==> config.mk <==
export PLATFORM = sky130hd
export DESIGN_NAME = param_sync_fifo
export DESIGN_NICKNAME = d
export VERILOG_FILES = /design/src/rtl/param_sync_fifo.sv
export SDC_FILE = /design/constraint.sdc
export NUM_CORES = 1
export LEC_CHECK = 0
export ABC_AREA = 1
export CAP_MARGIN = 5
export CORE_MARGIN = 2
export CORE_UTILIZATION = 40
export CTS_BUF_LIST = sky130_fd_sc_hd__clkbuf_4 sky130_fd_sc_hd__clkbuf_8
export DETAILED_ROUTE_END_ITERATION = 10
export DONT_BUFFER_PORTS = 1
export HOLD_SLACK_MARGIN = 0.15
export PLACE_DENSITY_LB_ADDON = 0.25
export SYNTH_ARGS = -nofsm -noshare
export SYNTH_HDL_FRONTEND = slang
export SYNTH_SLANG_ARGS = --single-unit
==> constraint.sdc <==
create_clock -name clk -period 7.2 [get_ports clk]
set_input_delay 0.72 -clock clk [delete_from_list [all_inputs] [get_ports clk]]
set_output_delay 0.72 -clock clk [all_outputs]
set_load 0.005 [all_outputs]
==> src/rtl/param_sync_fifo.sv <==
// Single-clock parameterised FIFO with optional first-word-fall-through read,
// programmable almost-full/almost-empty levels and sticky overflow/underflow flags.
module param_sync_fifo #(
  parameter int unsigned FIFO_WIDTH    = 17,
  parameter int unsigned FIFO_DEPTH    = 3,
  parameter int unsigned FWFT_MODE     = 0,
  parameter int unsigned AFULL_THRESH  = 2**FIFO_DEPTH - 1,
  parameter int unsigned AEMPTY_THRESH = 1
) (
  input  logic                  clk,
  input  logic                  rstN,
  input  logic                  writeEn,
  input  logic [FIFO_WIDTH-1:0] dataIn,
  input  logic                  readEn,
  input  logic                  clearErr,
  output logic [FIFO_WIDTH-1:0] dataOut,
  output logic                  dataValid,
  output logic [FIFO_DEPTH:0]   fillCount,
  output logic                  isEmpty,
  output logic                  isFull,
  output logic                  isAlmostEmpty,
  output logic                  isAlmostFull,
  output logic                  overflow,
  output logic                  underflow
);

  localparam int unsigned ENTRIES = 2**FIFO_DEPTH;
  localparam int unsigned CW      = FIFO_DEPTH + 1;
  localparam logic [FIFO_DEPTH:0] FULL_LVL   = CW'(ENTRIES);
  localparam logic [FIFO_DEPTH:0] AFULL_LVL  = CW'(AFULL_THRESH);
  localparam logic [FIFO_DEPTH:0] AEMPTY_LVL = CW'(AEMPTY_THRESH);

  logic [FIFO_WIDTH-1:0] r_mem [ENTRIES];
  logic [FIFO_DEPTH-1:0] r_wr_ptr;
  logic [FIFO_DEPTH-1:0] r_rd_ptr;
  logic [FIFO_DEPTH:0]   r_count;
  logic                  r_overflow;
  logic                  r_underflow;

  logic w_empty;
  logic w_full;
  logic w_push;
  logic w_pop;

  assign w_empty = (r_count == '0);
  assign w_full  = (r_count == FULL_LVL);
  assign w_push  = writeEn & ~w_full;
  assign w_pop   = readEn & ~w_empty;

  // Storage deliberately has no reset; writes are blocked while rstN is low.
  always_ff @(posedge clk) begin
    if (w_push && rstN) begin
      r_mem[r_wr_ptr] <= dataIn;
    end
  end

  always_ff @(posedge clk or negedge rstN) begin
    if (!rstN) begin
      r_wr_ptr <= '0;
      r_rd_ptr <= '0;
      r_count  <= '0;
    end else begin
      if (w_push) r_wr_ptr <= r_wr_ptr + 1'b1;
      if (w_pop)  r_rd_ptr <= r_rd_ptr + 1'b1;
      case ({w_push, w_pop})
        2'b10:   r_count <= r_count + 1'b1;
        2'b01:   r_count <= r_count - 1'b1;
        default: r_count <= r_count;
      endcase
    end
  end

  // A new error condition takes priority over a simultaneous clear.
  always_ff @(posedge clk or negedge rstN) begin
    if (!rstN) begin
      r_overflow  <= 1'b0;
      r_underflow <= 1'b0;
    end else begin
      r_overflow  <= (writeEn & w_full)  | (r_overflow  & ~clearErr);
      r_underflow <= (readEn  & w_empty) | (r_underflow & ~clearErr);
    end
  end

  generate
    if (FWFT_MODE == 0) begin : g_std
      logic [FIFO_WIDTH-1:0] r_dout;
      logic                  r_valid;

      always_ff @(posedge clk or negedge rstN) begin
        if (!rstN) begin
          r_dout  <= '0;
          r_valid <= 1'b0;
        end else begin
          r_valid <= w_pop;
          if (w_pop) r_dout <= r_mem[r_rd_ptr];
        end
      end

      assign dataOut   = r_dout;
      assign dataValid = r_valid;
    end else begin : g_fwft
      // Head word is presented combinationally; masked so stale storage never shows.
      assign dataValid = ~w_empty;
      assign dataOut   = w_empty ? '0 : r_mem[r_rd_ptr];
    end
  endgenerate

  assign fillCount     = r_count;
  assign isEmpty       = w_empty;
  assign isFull        = w_full;
  assign isAlmostFull  = (r_count >= AFULL_LVL);
  assign isAlmostEmpty = (r_count <= AEMPTY_LVL);
  assign overflow      = r_overflow;
  assign underflow     = r_underflow;

endmodule

Word-level counts from Yosys, hierarchy flattened. Memories as Yosys holds them, arrays and structs flattened. A register that Yosys moved wholly into a read port is not among the register bits. Cells that the tools add are included.

Register bits: 13. Bits in writable memories: 136. Output and inout port bits: 28. Word-level logic and storage cells: 34. Memories kept: 1.

Add/subtract/negate cells: 4. $lt $le $gt $ge: 2. Eq/ne operators: 3. Multiplexer cells: 3. Bitwise operators: 11. Reduce and logical (&&, ||, !) cells: 4.

Memories: r_mem (words 8, width 17, read ports 1, clocked after memory_dff 1, wr ports 1, line 33) `logic [FIFO_WIDTH-1:0] r_mem [ENTRIES];`.

Operator list (count): $pmux W4 S2 (1); $add A3 B1 Y3 const B (2); $and A1 B1 Y1 (6); $add A4 B1 Y4 const B (1); $eq A4 B4 Y1 const B (1); $ge A4 B3 Y1 const B (1); $le A4 B1 Y1 const B (1); $logic_not A4 Y1 (1); $sub A4 B1 Y4 const B (1); $not A1 Y1 (3); $eq A2 B1 Y1 const B (1); $eq A2 B2 Y1 const B (1); $mux W1 (2); $or A1 B1 Y1 (2); $reduce_bool A2 Y1 (1); $logic_and A1 B1 Y1 (1); $logic_not A1 Y1 (1).

Depth between registers and ports, before layout.
Word-level depth: 6. Depth in mapped cells: 13. Depth with buffers taken out: 13.

Least setup slack after synthesis. Ideal clock, no wire load.

Kind: register to register. Start point: reg r_count[0], in the netlist fillCount[0]. End point: mem r_mem[0][0], enable pin. Arrival time: 2353 ps. Required time: 6787 ps. Setup slack: 4435 ps. Cell stages (with the launch flop): 8. Buffers on the path: 0. Cell sequence: dfrtp_1 > inv_1 > ha_1 > nand3_1 > inv_1 > nor2_4 > nand2_1 > nor3_1.

Cells in the longest elaborated chain, start to end: 6.

RTL lines: start, declared (line 36) `logic [FIFO_DEPTH:0] r_count;`; start signal, assigned (line 66) `2'b10: r_count <= r_count + 1'b1;`; start signal, assigned (line 67) `2'b01: r_count <= r_count - 1'b1;`; start signal, assigned (line 68) `default: r_count <= r_count;`; $eq A4 B4 Y1 (line 46) `assign w_full = (r_count == FULL_LVL);`; net isFull (line 20) `output logic isFull,`; $not A1 Y1 (line 47) `assign w_push = writeEn & ~w_full;`; $and A1 B1 Y1 (line 47); $logic_and A1 B1 Y1 (line 52) `if (w_push && rstN) begin`; $mux W1 (line 52); $mux W1 (not written as such) (line 53) `r_mem[r_wr_ptr] <= dataIn;`; end, declared (line 33).

The timed path passes the listed nets, and every way through them passes these cells.

Worst setup path in the final report.
Start point: reg r_count[0], in the netlist fillCount[0]. End point: mem r_mem[2][14], enable pin.

The elaborated chain is that of the path after synthesis.

==> results by group <==
Finish
  – Fillers: 1616
  – Layout Nets: 708
  – Number of diodes: 0
  – Final core utilization: 44.7%
  – Layout cell share with drive strength beyond 1: 8.08%
  – Layout area overhead: 8.89%

Critical path
  – Crit Path Max Fanout: 10
  – Startpoint types: flop
  – Critical path capture point type: flop
  – Crit-path slowest cell: nor3_2
  – Worst path max stage delay: 620 ps
  – WP data required: 7350 ps
  – Critical-path cell list: inv_1 -> ha_1 -> nand3_1 -> inv_1 -> nor2_4 -> nand2_1 -> nor3_2 -> buf_4
  – WS Path Type: reg2reg
  – Critical Path AT: 2790 ps
  – Most used cell, CP: inv_1

Clock network
  – Clk sinks: 166
  – Root Buffer: clkbuf_8
  – Deepest clock path buffer count: 2
  – H-tree depth: 4
  – Worst skew pair latency: 450 ps
  – Setup bufs post-CTS: 0
  – CTS tree: yes
  – Total CTS buffers: 17
  – Clock slew at reported path FFs: 90 ps
  – Post_cts resized: 0

STA
  – Layout Skew: 13.9 ps
  – Fin. Hold Viols: 0
  – Slew Viols, Final: 0
  – Slew margin rel.: 22.9%
  – Max Clock Freq: 379 MHz
  – Post-route clock period utilization: 36.6%
  – TNS Setup: 0 ps
  – Actual slew at the worst max-slew pin: 1150 ps
  – Post-route minimum period: 2640 ps
  – RSZ-0062 raised after global routing: false
  – Endpoints failing setup: 0

Logic synthesis
  – Mux cell area share after synthesis: 0%
  – Xor/xnor share of the synthesized area: 0.864%
  – Post-Syn Nets: 705
  – Yosys warns: 0
  – Main combinational cell family by area after synthesis: simple AND/OR/NAND/NOR gates
  – Yosys reg bits: 166
  – Post-Synth Adder-Cell Area: 1.06%
  – Compound-Gate Fraction of Synth Area: 0.776%
  – Synthesized cell area: 7100 µm²
  – Syn Inst Count: 677
  – Synth Area in Simple Gates: 20.2%
  – Syn avg cell area: 10.5 µm²
  – Sequential fraction of the synthesis area: 68.1%
  – Netlist cell types: 23

Global route
  – Number of global-route vias before repair: 4454
  – Initial antenna violation count: 0
  – Tot GR Track Use: 17.3%
  – Global-route wire length before repair: 24.0 mm
  – Grt ovf: 0
  – Largest net degree at the start of global routing: 72

Die
  – Starting density of the core: 41.0%
  – Die X: 137 µm
  – Die height: 137 µm
  – I/O pin total: 50
  – Die ar.: 18800 µm²
  – Row count: 48
  – Core Footprint: 17300 µm²

Power and ir drop
  – LEAKAGE: 3.35 nW
  – Maximum vdd drop: 0.133 mV
  – PD cells: 358 nW/µm²

Drt
  – Via count: 4468
  – Initial drt markers: 401
  – Vias/cell: 4.87
  – DRT Pass-1 Iters: 5
  – DR WL/cell: 16.6 µm
  – Post-route ant nets: 0
  – DRC Markers: 0
  – WL final: 15.3 mm

Outcome
  – Status: finished clean

Placed design
  – GPL Wtd Cong: 0.765
  – DP HPWL: 8.67 mm
  – I/O Buffers: 0

Run
  – Max-capacitance violation count: 0

Min path
  – Worst hold-check path type: in2reg
[per-stage QoR]
step           worst slack [ps]  std cells  hold WS, ps  instance area [µm²]  power (mW)
2_1_floorplan              4430        677          424                 7100        1.94
3_3_place_gp               4280        883          425                 7290        2.11
3_5_place_dp               4280        883          425                 7290        2.12
4_1_cts                    4270        917          331                 7710        2.79
5_1_grt                    4310        918          319                 7730        2.96
6_report                   4560        918          356                 7730        2.76
[what timing repair did]
action | CTS | global route
hold buffers | 2 | 0
endpoints found under the hold margin | 30 | 0
endpoints found under the setup margin | 0 | 0
[power breakdown]
group	total [mW]	switching, mW	internal, mW	leakage, nW
Combinational	0.799	0.539	0.260	1.57
Sequential	1.31	0.131	1.18	1.59
Clock	0.654	0.345	0.309	0.192
Total	2.76	1.01	1.75	3.35
[flip-flops by register name, indices dropped and copies added, names as in the netlist]
register and flops:
r_rd_ptr 3, fillCount 4, r_mem 136, underflow 1, r_wr_ptr 3, dataValid 1
overflow 1, dataOut 17
[layout make-up]
| type | count | area, µm² | area share (%) |
|---|---|---|---|
| clock buffers | 17 | 234 | 3.03 |
| clock inverters | 15 | 155 | 2.01 |
| inverters | 122 | 458 | 5.93 |
| multi-input cells | 361 | 1640 | 21.3 |
| flip-flops and latches | 166 | 4840 | 62.6 |
| well taps | 225 | 282 | 3.64 |
| repair buffers | 12 | 118 | 1.52 |
[layer usage]
layer | GRT usage, % | up-vias | part of all wire (%)
li1 | - | 2169 | -
met1 | 22.2 | 2155 | 45
met2 | 28.1 | 125 | 48
met3 | 4.67 | 19 | 5.6
met4 | 7.04 | 0 | 1.6
met5 | 0 | - | 0
[worst max-delay path, delay by kind of cell (launching register included)]
kind | cells | cell delay [ps]
and+or+nand+nor | 4 | 1090
DFF | 1 | 470
adders and majority gates | 1 | 240
buffers and inverters | 3 | 530
[cells in the mapped netlist, drive strengths merged]
master | n | area (µm²)
nand2 | 219 | 825
edfxtp | 136 | 4080
inv | 121 | 454
nand3 | 105 | 526
dfrtp | 30 | 751
buf | 26 | 171
nor2 | 9 | 56.3
ha | 6 | 75.1
o21ai | 6 | 30.0
xor2 | 5 | 43.8
nor3 | 4 | 20.0
clkbuf | 2 | 7.51
o22ai | 2 | 12.5
xnor2 | 2 | 17.5
a21oi | 1 | 5.00
clkinv | 1 | 3.75
nand4 | 1 | 6.26
o21a | 1 | 7.51
[cells in the final DEF (no fill, tap or decap), types with 2 or more instances in the layout]
cell,synthesis,layout
buf_12,0,2
inv_2,4,4
xnor2_1,2,2
nor2_1,6,6
ha_1,6,6
edfxtp_1,136,136
clkinv_2,0,4
o22ai_1,2,2
clkbuf_8,0,17
buf_4,4,9
nor2_4,3,3
clkinv_4,0,4
nand2_1,218,218
clkinvlp_4,0,3
dfrtp_1,30,29
o21ai_0,6,6
inv_6,0,2
nand3_1,105,105
bufinv_16,0,2
xor2_1,5,5
nor3_2,0,4
inv_1,117,117
[worst paths after layout]
kind,from,endpoint,slack [ps],depth (start not counted)
setup / recovery,fillCount[0]$_DFFE_PN0P_,r_mem[2][14]$_DFFE_PP_,4560,8
hold / removal,dataIn[12],r_mem[7][12]$_DFFE_PP_,360,0
setup reg to reg,fillCount[0]$_DFFE_PN0P_,r_mem[2][14]$_DFFE_PP_,4560,8
hold reg to reg,dataOut[12]$_DFFE_PN0N_,dataOut[12]$_DFFE_PN0N_,520,2
max in group asynchronous,rstN,r_rd_ptr[0]$_DFFE_PN0N_,6290,2
min in group asynchronous,rstN,dataOut[16]$_DFFE_PN0N_,710,2
[cell families (layout without fill, tap and decap cells)]
family | Yosys count | count (layout)
DFF | 166 | 166
adders and majority gates | 6 | 6
and+or+nand+nor | 338 | 338
xor gates and xnor gates | 7 | 7
buffers and inverters | 150 | 166
AOI/OAI and AO/OA | 10 | 10
Power figures use the tool's default switching activity.
